--- src/rtl/capture_trig_ctrl.sv ---
// Acquisition controller for the circular sample RAM.
// Fills the pre-trigger region, waits for one trigger edge, then records the post-trigger samples.
module capture_trig_ctrl #(
  parameter int ADDR_W = 9
) (
  input  logic              clk,
  input  logic              rst_n,
  input  logic              smpl_en,
  input  logic              run,
  input  logic              clr_done,
  input  logic [1:0]        trig_src,
  input  logic              SPItrig,
  input  logic              UARTtrig,
  input  logic              CHtrig,
  input  logic              force_trig,
  input  logic [ADDR_W-1:0] trig_pos,
  output logic              we,
  output logic [ADDR_W-1:0] waddr,
  output logic [ADDR_W-1:0] trig_addr,
  output logic              armed,
  output logic              triggered,
  output logic              capture_done
);

  localparam logic [ADDR_W:0]   DEPTH_C = {1'b1, {ADDR_W{1'b0}}};
  localparam logic [ADDR_W:0]   CNT_ONE = {{ADDR_W{1'b0}}, 1'b1};
  localparam logic [ADDR_W-1:0] ADR_ONE = {{(ADDR_W-1){1'b0}}, 1'b1};

  typedef enum logic [2:0] {
    S_IDLE,
    S_PRE,
    S_ARM,
    S_POST,
    S_DONE
  } state_t;

  state_t state_q, state_d;

  logic [ADDR_W-1:0] waddr_q, waddr_d;
  logic [ADDR_W-1:0] taddr_q, taddr_d;
  logic [ADDR_W:0]   cnt_q, cnt_d;
  logic              armed_q, armed_d;
  logic              trig_q, trig_d;
  logic              done_q, done_d;
  logic              src_q;

  logic              sel;
  logic              hit;
  logic              active;
  logic              we_i;
  logic [ADDR_W:0]   cnt_inc;
  logic [ADDR_W:0]   pre_thr;
  logic [ADDR_W:0]   post_thr;
  logic [ADDR_W-1:0] waddr_inc;

  always_comb begin
    sel = 1'b0;
    unique case (trig_src)
      2'b00: sel = SPItrig;
      2'b01: sel = UARTtrig;
      2'b10: sel = CHtrig;
      2'b11: sel = force_trig;
      default: sel = 1'b0;
    endcase
  end

  // Rising edge only: a level already high when arming never fires.
  assign hit = sel & ~src_q;

  assign active = (state_q == S_PRE) ||
                  (state_q == S_ARM) ||
                  (state_q == S_POST);

  assign we_i      = smpl_en & active;
  assign cnt_inc   = cnt_q + CNT_ONE;
  assign waddr_inc = waddr_q + ADR_ONE;
  assign pre_thr   = DEPTH_C - {1'b0, trig_pos};
  assign post_thr  = {1'b0, trig_pos};

  always_comb begin
    state_d = state_q;
    cnt_d   = cnt_q;
    armed_d = armed_q;
    trig_d  = trig_q;
    done_d  = done_q;
    taddr_d = taddr_q;
    waddr_d = we_i ? waddr_inc : waddr_q;

    if (run) begin
      // Restart from any state; an in-flight write still lands.
      state_d = S_PRE;
      cnt_d   = '0;
      armed_d = 1'b0;
      trig_d  = 1'b0;
      done_d  = 1'b0;
    end else begin
      unique case (state_q)
        S_IDLE: ;
        S_PRE: begin
          if (we_i) begin
            cnt_d = cnt_inc;
            if (cnt_inc == pre_thr) begin
              state_d = S_ARM;
              armed_d = 1'b1;
            end
          end
        end
        S_ARM: begin
          if (hit) begin
            trig_d  = 1'b1;
            armed_d = 1'b0;
            cnt_d   = '0;
            taddr_d = waddr_d;
            if (trig_pos == '0) begin
              state_d = S_DONE;
              done_d  = 1'b1;
            end else begin
              state_d = S_POST;
            end
          end
        end
        S_POST: begin
          if (we_i) begin
            cnt_d = cnt_inc;
            if (cnt_inc == post_thr) begin
              state_d = S_DONE;
              done_d  = 1'b1;
            end
          end
        end
        S_DONE: begin
          if (clr_done) begin
            state_d = S_IDLE;
            done_d  = 1'b0;
          end
        end
        default: state_d = S_IDLE;
      endcase
    end
  end

  always_ff @(posedge clk or negedge rst_n) begin
    if (!rst_n) begin
      state_q <= S_IDLE;
      waddr_q <= '0;
      taddr_q <= '0;
      cnt_q   <= '0;
      armed_q <= 1'b0;
      trig_q  <= 1'b0;
      done_q  <= 1'b0;
      src_q   <= 1'b0;
    end else begin
      state_q <= state_d;
      waddr_q <= waddr_d;
      taddr_q <= taddr_d;
      cnt_q   <= cnt_d;
      armed_q <= armed_d;
      trig_q  <= trig_d;
      done_q  <= done_d;
      src_q   <= sel;
    end
  end

  assign we           = we_i;
  assign waddr        = waddr_q;
  assign trig_addr    = taddr_q;
  assign armed        = armed_q;
  assign triggered    = trig_q;
  assign capture_done = done_q;

endmodule

--- config.mk ---
export PLATFORM = sky130hd
export DESIGN_NAME = capture_trig_ctrl
export DESIGN_NICKNAME = d
export VERILOG_FILES = /design/src/rtl/capture_trig_ctrl.sv
export SDC_FILE = /design/constraint.sdc
export NUM_CORES = 1
export LEC_CHECK = 0
export CAP_MARGIN = 20
export CORE_MARGIN = 2
export CORE_UTILIZATION = 50
export DETAILED_ROUTE_END_ITERATION = 10
export PLACE_DENSITY_LB_ADDON = 0.15
export REMOVE_ABC_BUFFERS = 1
export SYNTH_ARGS = -nofsm -noshare
export SYNTH_HDL_FRONTEND = slang
export SYNTH_SLANG_ARGS = --single-unit
--- constraint.sdc ---
create_clock -name clk -period 3 [get_ports clk]
set_clock_uncertainty 0.2 [all_clocks]
set_input_delay 0.45 -clock clk [delete_from_list [all_inputs] [get_ports clk]]
set_output_delay 0.45 -clock clk [all_outputs]
set_load 0.05 [all_outputs]
Yosys cells after proc, flatten, opt, wreduce, memory -nomap -nowiden
Cells that the tools add are included.
W data, S select, Z words.
{"block": "classes", "n_bitwise": 4, "muxes": 30, "addsub": 3, "eq_ne": 18, "reduce_logical": 17}
{"op": "$mux W10", "n": 3}
{"op": "$mux W3", "n": 8}
{"op": "$pmux W10 S2", "n": 1}
{"op": "$pmux W3 S5", "n": 1}
{"op": "$mux W1", "n": 13}
{"op": "$ne A3 B3 Y1 const B", "n": 4}
{"op": "$add A10 B1 Y10 const B", "n": 1}
{"op": "$eq A10 B10 Y1", "n": 1}
{"op": "$eq A10 B9 Y1", "n": 1}
{"op": "$sub A10 B9 Y10 const A", "n": 1}
{"op": "$add A9 B1 Y9 const B", "n": 1}
{"op": "$logic_not A9 Y1", "n": 1}
{"op": "$mux W9", "n": 1}
{"op": "$ne A3 B2 Y1 const B", "n": 3}
{"op": "$reduce_and A7 Y1", "n": 1}
{"op": "$eq A3 B2 Y1 const B", "n": 2}
{"op": "$reduce_and A3 Y1", "n": 2}
{"op": "$reduce_and A6 Y1", "n": 1}
{"op": "$reduce_bool A3 Y1", "n": 2}
{"op": "$eq A2 B2 Y1 const B", "n": 2}
{"op": "$pmux W1 S4", "n": 1}
{"op": "$reduce_and A4 Y1", "n": 1}
{"op": "$reduce_bool A2 Y1", "n": 2}
{"op": "$reduce_bool A4 Y1", "n": 1}
{"op": "other kinds (14)", "n": 17}
{"block": "totals", "input_bits": 20, "elab_cells": 80, "output_inout_bits": 22, "ff_bits": 35}

Logic depth before layout (Yosys ltp)
Gate-level depths: netlist of the first run.
{"block": "logic_depth", "depth_word": 7, "mapped_depth": 9, "depth_no_buf": 9}

Worst setup path after synthesis of the first run
OpenSTA, ideal clock, no wires.
{"block": "synth_path", "kind": "register to register", "startpoint": "register state_q[2]", "endpoint": "register taddr_q[8], in the netlist trig_addr[8]", "path_buffers": 1, "arrival_time_ns": 2.278, "setup_ns": 0.125, "setup_slack_ns": 0.397, "stages_incl_launch_ff": 7, "required_ns": 2.675, "path_cell_list": "dfrtp_1 > clkbuf_1 > nor3b_2 > nand4_1 > nor3_1 > xor2_1 > mux2_2"}
{"block": "synth_via", "elab_chain_len": 5, "elab_cells_between_ends": 8}
{"element": "from (decl)", "line": "37", "text": "state_t state_q, state_d;"}
{"element": "from (signal assigned)", "line": "153", "text": "state_q <= state_d;"}
{"element": "$eq A3 B1 Y1 / $eq A3 B2 Y1 (equally long branches)", "line": "70, 71"}
{"element": "$logic_or A1 B1 Y1", "line": "70", "text": "assign active = (state_q == S_PRE) ||"}
{"element": "$logic_or A1 B1 Y1 *", "line": "71", "text": "(state_q == S_ARM) ||"}
{"element": "$and A1 B1 Y1 *", "line": "74", "text": "assign we_i = smpl_en & active;"}
{"element": "via we", "line": "17", "text": "output logic we,"}
{"element": "$mux W9 *", "line": "87", "text": "waddr_d = we_i ? waddr_inc : waddr_q;"}
{"element": "via waddr_d[8]", "line": "39", "text": "logic [ADDR_W-1:0] waddr_q, waddr_d;"}
{"element": "to (signal assigned)", "line": "155", "text": "taddr_q <= taddr_d;"}
{"element": "to (decl)", "line": "40", "text": "logic [ADDR_W-1:0] taddr_q, taddr_d;"}
Mark *: on every way through the listed nets, which the timed path passes. The rest lies on a longest branch.
A chain may end at the register's enable or synchronous reset.

Worst setup path in the final report of the first run
{"block": "layout_path", "startpoint": "register cnt_q[1]", "endpoint": "register done_q, in the netlist capture_done"}
{"block": "layout_via", "elab_chain_len": 4}
{"element": "from (decl)", "line": "41", "text": "logic [ADDR_W:0] cnt_q, cnt_d;"}
{"element": "from (signal assigned)", "line": "156", "text": "cnt_q <= cnt_d;"}
{"element": "$add A10 B1 Y10", "line": "75", "text": "assign cnt_inc = cnt_q + CNT_ONE;"}
{"element": "$eq A10 B9 Y1", "line": "125", "text": "if (cnt_inc == post_thr) begin"}
{"element": "$ne A3 B2 Y1 (no line)"}
{"element": "$reduce_and A6 Y1 (no line)"}
{"element": "to (signal assigned)", "line": "159", "text": "done_q <= done_d;"}
{"element": "to (decl)", "line": "44", "text": "logic done_q, done_d;"}
No other way between the ends.

==> impl_metrics.env, run 1 <==
export IMPL_antenna_found_initial=0
export IMPL_ys_seq_area_frac=0.3815
export IMPL_synth_area_leaders="dfrtp_1, xnor2_1, mux2_2"
export IMPL_fin_setup_tns_ps=0
export IMPL_rrSetupSlack_ps=240
export IMPL_postSynthAreaPerCell_um2=9.371
export IMPL_cts_root_buffer="clkbuf_8"
export IMPL_path_class="reg -> reg"
export IMPL_port_buffer_count=41
export IMPL_slew_headroom=0.6349
export IMPL_wl_um=4983
export IMPL_postCtsSetupRepairBufs=0
export IMPL_num_io_pins=42
export IMPL_critPathMaxStageDelay_ps=530
export IMPL_synth_flop_cell="dfrtp_1"
export IMPL_hpwl_um=3850
export IMPL_cts_clk_slew_worst_paths_ps=70
export IMPL_crit_fanout=7
export IMPL_r2r_end="capture_done$_DFFE_PN0P_"
export IMPL_place_gp_congestion=0.8428
export IMPL_vias_per_cell=5.778
export IMPL_diodes=0
export IMPL_grt_pass1_vias=1864
export IMPL_power_density_nw_per_um2=504.3
export IMPL_max_freq_mhz=362.9
export IMPL_synth_cell_area_um2=2296
export IMPL_postSynthCellCount=245
export IMPL_cts_tree="done"
export IMPL_status="finished clean"
export IMPL_setup_viol_count_final=0
export IMPL_slew_violations=0
export IMPL_place_area_um2=2845
export IMPL_worstHoldStart="waddr[8]$_DFF_PN0_"
export IMPL_cp_required_ps=3020
export IMPL_postCtsHoldBufs=0
export IMPL_grt_max_degree=36
export IMPL_hp_class="reg -> reg"
export IMPL_drv_cap=0
export IMPL_die_h_um=71.77
export IMPL_power_frac_seq=0.402
export IMPL_p_leak_uw=0.001290
export IMPL_fin_ws_ps=244.1
export IMPL_synth_common_cells="dfrtp_1, nor2_1, nand2_1"
export IMPL_stdcell_count=352
export IMPL_clk_latency_ps=280
export IMPL_synth_top_cell_by_area="dfrtp_1"
export IMPL_grt_first_pass_wirelength_um=8542
export IMPL_ys_warn_count=0
export IMPL_rsz0062_at_grt="no"
export IMPL_synth_most_common_cell="dfrtp_1"
export IMPL_period_needed_ps=2756
export IMPL_num_vias=2034
export IMPL_dieArea_um2=5150
export IMPL_fp_dieW_um=71.77
export IMPL_intPower_uw=924.7
export IMPL_synthArstFlopShare=1.000
export IMPL_tightest_slew_ps=542.6
export IMPL_crit_chain="ha_2, nand3_2, nor3_1, a31oi_1, nor4_1, a21boi_1, or4_1, nand3_1"
export IMPL_synth_edf_count=0
export IMPL_dpl_cell_count=345
export IMPL_drtIter0Drc=109
export IMPL_firstDrtPassIters=4
export IMPL_cts_buffer_depth=2
export IMPL_cts_sinks=35
export IMPL_initial_utilization=0.5237
export IMPL_hold_end="waddr[8]$_DFF_PN0_"
export IMPL_drive_above_1_share=0.1567
export IMPL_switching_power_uw=555.4
export IMPL_drc=0
export IMPL_synthToLayoutAreaGrowth_pct=27.85
export IMPL_fin_nets=324
export IMPL_grt_overflow=0
export IMPL_htreeDepth=2
export IMPL_worstSetupEndpointType="flop"
export IMPL_final_cell_area_um2=2935
export IMPL_critPathSlowestCell="or4_1"
export IMPL_core_area_um2=4384
export IMPL_rr_worst_depth=8
export IMPL_pre_cts_ws_ps=-27.00
export IMPL_period_share=0.9186
export IMPL_r2r_start="cnt_q[1]$_DFFE_PN0P_"
export IMPL_ys_ff_latch=35
export IMPL_hold_depth=1
export IMPL_ir_drop_mv=0.2544
export IMPL_worst_ep_arrival_time_ps=2770
export IMPL_whs_ps=291.3
export IMPL_start_kind="flop"
export IMPL_rows=24
export IMPL_p_comb_frac=0.370
export IMPL_swShare=0.3752
export IMPL_ant_nets=0
export IMPL_netlist_area_leader_share=0.3815
export IMPL_track_usage=0.2067
export IMPL_wl_per_cell_um=14.16
export IMPL_p_clk_frac=0.228
export IMPL_cts_inserted_buffers=5
export IMPL_hold_violations=0
export IMPL_yosys_cell_types_count=54
-- flip-flops by register name (all words and copies together), names as in the netlist --
register      count
cnt_q            10
trig_addr         9
waddr             9
state_q           3
armed             1
capture_done      1
src_q             1
triggered         1
-- final cells by class --
| class | count | area, um^2 |
|---|---|---|
| clock buffer | 6 | 82.58 |
| clock inverter | 1 | 5.005 |
| fill | 369 | 1449 |
| inverter | 6 | 22.52 |
| multi-input combinational | 193 | 1329 |
| sequential | 35 | 875.8 |
| tap | 52 | 65.06 |
| timing repair buffer | 59 | 555.5 |
-- layout by cell type (no fill, tap or decap), drive strengths merged, types with 7 or more instances in the layout --
cell / instances
a21oi: 7
buf: 19
clkdlybuf4s50: 40
dfrtp: 35
mux2: 10
nand2: 22
nand3: 14
nand4: 8
nor2: 25
o21ai: 18
xnor2: 14
xor2: 8
-- layer usage --
layer | up-vias | track usage | part of all wire
li1 | 996 | - | -
met1 | 971 | 0.2774 | 0.46
met2 | 61 | 0.3447 | 0.48
met3 | 6 | 0.03094 | 0.050
met4 | 0 | 0.06709 | 0.012
met5 | - | 0 | 0
-- through the flow --
stage	power, uW	util
2_1_floorplan	930.7	-
3_3_place_gp	1137	0.6490
3_5_place_dp	1149	0.6490
4_1_cts	1488	0.6690
5_1_grt	1554	0.6695
6_report	1480	0.6695
-- worst max-delay path, delay by kind of cell, from the launching register on --
kind	cells	cell delay, ps
simple gates	5	1500
flops	1	460
compound gates	2	200
fa+ha+maj	1	320
-- how the worst max path moves through the flow --
stage	start	end	slack (ps)	depth (start not counted)
after detailed placement	trig_pos[2]	state_q[1]$_DFFE_PN0P_	-30	9
after CTS	cnt_q[1]$_DFFE_PN0P_	capture_done$_DFFE_PN0P_	180	8
final	cnt_q[1]$_DFFE_PN0P_	capture_done$_DFFE_PN0P_	240	8
after global routing	trig_pos[2]	state_q[1]$_DFFE_PN0P_	50	9
after floorplan	state_q[0]$_DFFE_PN0P_	trig_addr[8]$_DFFE_PN0P_	400	6
after global placement	trig_pos[2]	state_q[1]$_DFFE_PN0P_	-10	9
-- power groups by stage --
stage / clock network, uW / registers [uW] / logic [uW]
after CTS: 346 / 593 / 549
after detailed placement: 0 / 601 / 548
after global placement: 0 / 600 / 537
after floorplan: 0 / 746 / 185
after global routing: 361 / 603 / 589
final: 338 / 595 / 547
-- cell families after synthesis --
group                    after synthesis  synth area share
AO/OA/AOI/OAI                         54            0.1542
XOR/XNOR                              25            0.1166
AND/OR/NAND/NOR                       99            0.2262
adder cells (fa/ha/maj)                4           0.02180
buffers and inverters                 17           0.04087
flip-flops                            35            0.3815
multiplexers                          11           0.05886
-- what timing repair did --
item | in CTS | in global routing
endpoints found under the hold margin | 0 | 0
resized for setup | 0 | 1
endpoints found under the setup margin | 0 | 1
Power figures use the tool's default switching activity.
==> inputs of run 2 (changes only) <==
Settings changed: ABC_AREA from default to 1.
==> impl_metrics.env, run 2 <==
export IMPL_ys_ff_latch=35
export IMPL_crit_fanout=6
export IMPL_intPower_uw=1139
export IMPL_ant_nets=0
export IMPL_final_util=0.6607
export IMPL_mostFrequentLayoutCells="nand2_1, inv_1, clkdlybuf4s50_1"
export IMPL_clk_latency_ps=290
export IMPL_ys_seq_area_frac=0.3772
export IMPL_initial_utilization=0.5261
export IMPL_track_usage=0.2381
export IMPL_cts_inserted_buffers=5
export IMPL_grt_first_pass_wirelength_um=9860
export IMPL_core_area_um2=4414
export IMPL_power_density_nw_per_um2=703.3
export IMPL_yosys_cell_types_count=29
export IMPL_hp_class="reg -> reg"
export IMPL_num_io_pins=42
export IMPL_cts_buffer_depth=2
export IMPL_fp_dieW_um=72.15
export IMPL_diodes=0
export IMPL_wl_um=5537
export IMPL_synth_top_cell_by_area="dfrtp_1"
export IMPL_slew_violations=0
export IMPL_whs_ps=272.5
export IMPL_rows=24
export IMPL_path_class="in -> reg"
export IMPL_status="finished clean"
export IMPL_postSynthCellCount=350
export IMPL_synth_area_leaders="dfrtp_1, nand2_1, nand3_1"
export IMPL_synth_cell_area_um2=2322
export IMPL_postCtsHoldBufs=0
export IMPL_die_h_um=72.15
export IMPL_switching_power_uw=912.2
export IMPL_ir_drop_mv=0.4491
export IMPL_firstDrtPassIters=5
export IMPL_regMostFlops="cnt_q"
export IMPL_cts_sinks=35
export IMPL_worstSetupEndpointType="flop"
export IMPL_num_vias=2354
export IMPL_power_frac_seq=0.327
export IMPL_p_clk_frac=0.208
export IMPL_final_common_cell="nand2_1"
export IMPL_period_needed_ps=2553
export IMPL_p_leak_uw=0.001512
export IMPL_p_comb_frac=0.465
export IMPL_antenna_found_initial=0
export IMPL_tightest_slew_ps=531.0
export IMPL_swShare=0.4447
export IMPL_dieArea_um2=5206
export IMPL_cts_tree="done"
export IMPL_place_gp_congestion=0.9537
export IMPL_postSynthAreaPerCell_um2=6.635
export IMPL_postCtsSetupRepairBufs=0
export IMPL_synthArstFlopShare=1.000
export IMPL_drc=0
export IMPL_largest_register_ffs=10
export IMPL_worst_ep_arrival_time_ps=2540
export IMPL_synth_edf_count=0
export IMPL_setup_viol_count_final=0
export IMPL_drtIter0Drc=258
export IMPL_synth_common_cells="nand2_1, inv_1, nand3_1"
export IMPL_vias_per_cell=5.220
export IMPL_cts_clk_slew_worst_paths_ps=70
export IMPL_cp_required_ps=2990
export IMPL_wl_per_cell_um=12.28
export IMPL_slew_headroom=0.6449
export IMPL_synthToLayoutAreaGrowth_pct=25.59
export IMPL_port_buffer_count=41
export IMPL_drive_above_1_share=0.06015
export IMPL_cts_root_buffer="clkbuf_8"
export IMPL_period_share=0.8510
export IMPL_fill_cells=412
export IMPL_rsz0062_at_grt="no"
export IMPL_grt_pass1_vias=2204
export IMPL_synth_most_common_cell="nand2_1"
export IMPL_netlist_area_leader_share=0.3772
export IMPL_drv_cap=0
export IMPL_hpwl_um=4365
export IMPL_grt_overflow=0
export IMPL_ys_warn_count=0
export IMPL_max_freq_mhz=391.7
export IMPL_fin_setup_tns_ps=0
export IMPL_htreeDepth=2
export IMPL_cts_resized=0
export IMPL_start_kind="input pin"
export IMPL_hold_violations=0
export IMPL_fin_nets=422
export IMPL_grt_max_degree=36
export IMPL_synth_flop_cell="dfrtp_1"
run 2: area by class of cell:
type,instances,area [um^2],area share
multi-input combinational,262,1245,0.4269
sequential,35,875.8,0.3003
timing repair buffer,44,430.4,0.1476
inverter,50,187.7,0.06435
clock buffer,5,68.82,0.02360
tap,52,65.06,0.02231
clock inverter,3,43.79,0.01502
run 2: worst max-delay path, stage by stage:
cell and delay (ps):
clkdlybuf4s50_1 500, inv_1 90, ha_1 260, nand4_1 130
nor2_1 60, ha_1 280, nand3b_1 100, nand3_1 80
nor2_1 90, nand3_1 90, nand2_1 140, nand3_1 130
nand2_1 80, nand2_1 50
run 2: cell families (layout without fill, tap and decap cells):
family          Yosys count  count (layout)  synth area share
compound gates           23              23           0.05873
simple gates            224             224            0.4143
buf+inv                  53             102           0.08674
xor+xnor                 11              11           0.04149
flops                    35              35            0.3772
fa+ha+maj                 4               4           0.02155
run 2: path summary, 6_finish.rpt:
kind | cells past startpoint | start | slack [ps] | to
max | 14 | trig_pos[0] | 450 | state_q[1]$_DFFE_PN0P_
min in group asynchronous | 2 | rst_n | 370 | cnt_q[7]$_DFFE_PN0P_
max in group asynchronous | 2 | rst_n | 1900 | cnt_q[0]$_DFFE_PN0P_
max reg2reg | 13 | cnt_q[0]$_DFFE_PN0P_ | 640 | state_q[1]$_DFFE_PN0P_
min | 2 | trig_addr[2]$_DFFE_PN0P_ | 270 | trig_addr[2]$_DFFE_PN0P_
min reg2reg | 2 | trig_addr[2]$_DFFE_PN0P_ | 270 | trig_addr[2]$_DFFE_PN0P_
run 2: layer usage:
metal	GRT usage	routed length, um
met1	0.3539	2599
met4	0.06918	60
met5	0	0
met2	0.3558	2481
met3	0.04306	395
run 2: power groups by stage:
stage                     clock, uW  sequential, uW  combinational (uW)
final                           427             671                 953
after global routing            449             689                1050
after CTS                       432             671                 952
after detailed placement          0             678                 950
after global placement            0             678                 932
after floorplan                   0             916                 397
run 2: stage by stage:
stage,area (um^2),setup WS (ps),power (uW),instances
2_1_floorplan,2308,704.6,1313,347
4_1_cts,2917,472.8,2055,451
3_5_place_dp,2804,159.3,1629,443
5_1_grt,2917,235.5,2185,451
6_report,2917,447.0,2051,451
3_3_place_gp,2804,253.8,1610,443
==> inputs of run 3 (changes only) <==
Settings changed: CORE_UTILIZATION 50 to 35.
==> impl_metrics.env, run 3 (same netlist as run 2, synthesis figures left out) <==
export IMPL_slew_violations=0
export IMPL_fill_cells=668
export IMPL_path_class="in -> reg"
export IMPL_cts_buffer_depth=2
export IMPL_power_density_nw_per_um2=721.0
export IMPL_cts_tree="done"
export IMPL_vias_per_cell=4.910
export IMPL_critPathSlowestCell="clkdlybuf4s50_1"
export IMPL_cts_root_buffer="clkbuf_8"
export IMPL_crit_family="simple AND/OR/NAND/NOR gates"
export IMPL_num_vias=2337
export IMPL_drc=0
export IMPL_drtIter0Drc=107
export IMPL_hp_class="in -> async"
export IMPL_htreeDepth=2
export IMPL_p_comb_frac=0.447
export IMPL_period_needed_ps=2500
export IMPL_postCtsSetupRepairBufs=0
export IMPL_final_cell_area_um2=2963
export IMPL_clk_latency_ps=290
export IMPL_p_leak_uw=0.001520
export IMPL_pre_cts_ws_ps=203.0
export IMPL_synthToLayoutAreaGrowth_pct=27.59
export IMPL_core_area_um2=6386
export IMPL_p_clk_frac=0.236
export IMPL_critPathMaxStageDelay_ps=490
export IMPL_mostFrequentLayoutCells="nand2_1, inv_1, clkdlybuf4s50_1"
export IMPL_crit_chain="clkdlybuf4s50_1, inv_1, ha_1, nand4_1, nor2_1, ha_1, nand3b_1, nand3_1, nor2_1, nand3_1, nand2_1, nand3_1, nand2_1, nand2_1"
export IMPL_tightest_slew_ps=787.0
export IMPL_wl_um=5742
export IMPL_firstDrtPassIters=4
export IMPL_fin_nets=422
export IMPL_period_share=0.8335
export IMPL_ff_latch_area_um2=875.8
export IMPL_antenna_found_initial=0
export IMPL_die_h_um=85.46
export IMPL_wl_per_cell_um=12.06
export IMPL_diodes=0
export IMPL_crit_cells=14
export IMPL_rows=29
export IMPL_num_io_pins=42
export IMPL_fin_total_pwr_uw=2136
export IMPL_postCtsHoldBufs=0
export IMPL_swShare=0.4273
export IMPL_drive_above_1_share=0.06015
export IMPL_ant_nets=0
export IMPL_slew_headroom=0.4753
export IMPL_fin_setup_tns_ps=0
export IMPL_fp_dieW_um=85.46
export IMPL_cp_required_ps=2980
export IMPL_ir_drop_mv=0.5231
export IMPL_cts_sinks=35
export IMPL_place_gp_congestion=0.9123
export IMPL_grt_pass1_vias=2201
export IMPL_multi_input_area_um2=1245
export IMPL_final_common_cell="nand2_1"
export IMPL_dieArea_um2=7303
export IMPL_intPower_uw=1223
export IMPL_switching_power_uw=912.9
export IMPL_track_usage=0.1659
export IMPL_worst_ep_arrival_time_ps=2480
export IMPL_fin_ws_ps=499.6
export IMPL_drv_cap=0
export IMPL_worstSetupEndpointType="flop"
export IMPL_status="finished clean"
export IMPL_max_freq_mhz=399.9
export IMPL_port_buffer_count=41
export IMPL_place_area_um2=2830
export IMPL_rsz0062_at_grt="no"
export IMPL_cts_inserted_buffers=5
export IMPL_power_frac_seq=0.317
export IMPL_hpwl_um=4518
export IMPL_grt_first_pass_wirelength_um=9777
export IMPL_largest_register_ffs=10
export IMPL_hold_violations=0
export IMPL_cts_resized=0
export IMPL_start_kind="input pin"
export IMPL_grt_overflow=0
export IMPL_rr_worst_depth=14
export IMPL_crit_buf_inv=2
export IMPL_regMostFlops="cnt_q"
export IMPL_grt_max_degree=36
export IMPL_initial_utilization=0.3636
export IMPL_setup_viol_count_final=0
export IMPL_cts_clk_slew_worst_paths_ps=80
export IMPL_crit_fanout=5
-- run 3: cell types whose count changed in the layout (fill, tap and decap cells not counted) --
cell / change
clkdlybuf4s50_1: -1
clkinv_2: -1
clkbuf_1: +1
buf_2: +1
bufinv_16: +1
clkinv_4: -1
-- run 3: metal layers --
metal / wire length, um / global-route usage / vias up / share of wire
li1: - / - / 1216 / -
met1: 2837 / 0.2316 / 1067 / 0.49
met2: 2553 / 0.2550 / 45 / 0.44
met3: 258 / 0.03502 / 9 / 0.045
met4: 93 / 0.05772 / 0 / 0.016
met5: 0 / 0 / - / 0
-- run 3: power by group through the flow --
stage,combinational [uW],sequential (uW),clock [uW]
after floorplan,397,916,0
after global placement,947,686,0
after CTS,956,678,523
final,955,677,505
after global routing,1040,695,535
after detailed placement,952,683,0
-- run 3: layout make-up --
cell class | count | area share
clock buffer | 6 | 0.02449
sequential | 35 | 0.2956
multi-input combinational | 262 | 0.4202
timing repair buffer | 44 | 0.1436
clock inverter | 2 | 0.02027
inverter | 50 | 0.06334
tap | 77 | 0.03252
-- run 3: worst reg2reg max path: cells and delay by family, from the launching register on --
kind            cells  cell delay [ps]
simple gates       12             1160
flops               1              460
fa+ha+maj           1              290
compound gates      1              190
-- run 3: path summary, 6_finish.rpt --
path	startpoint	to	slack, ps
worst max-delay path	trig_pos[0]	state_q[0]$_DFFE_PN0P_	500
worst min-delay path	rst_n	waddr[7]$_DFF_PN0_	40
worst max register to register	cnt_q[0]$_DFFE_PN0P_	state_q[0]$_DFFE_PN0P_	580
worst min register to register	trig_addr[0]$_DFFE_PN0P_	trig_addr[0]$_DFFE_PN0P_	280
max in group asynchronous	rst_n	trig_addr[6]$_DFFE_PN0P_	2070
min in group clk	trig_addr[0]$_DFFE_PN0P_	trig_addr[0]$_DFFE_PN0P_	280
-- run 3: per-stage QoR --
| stage | utilization | hold slack, ps | cells |
|---|---|---|---|
| floorplan | - | -45.59 | 347 |
| global placement | 0.4432 | 260.1 | 468 |
| detailed placement | 0.4432 | 261.9 | 468 |
| CTS | 0.4640 | 66.30 | 476 |
| global route | 0.4640 | 97.52 | 476 |
| finish | 0.4640 | 39.87 | 476 |
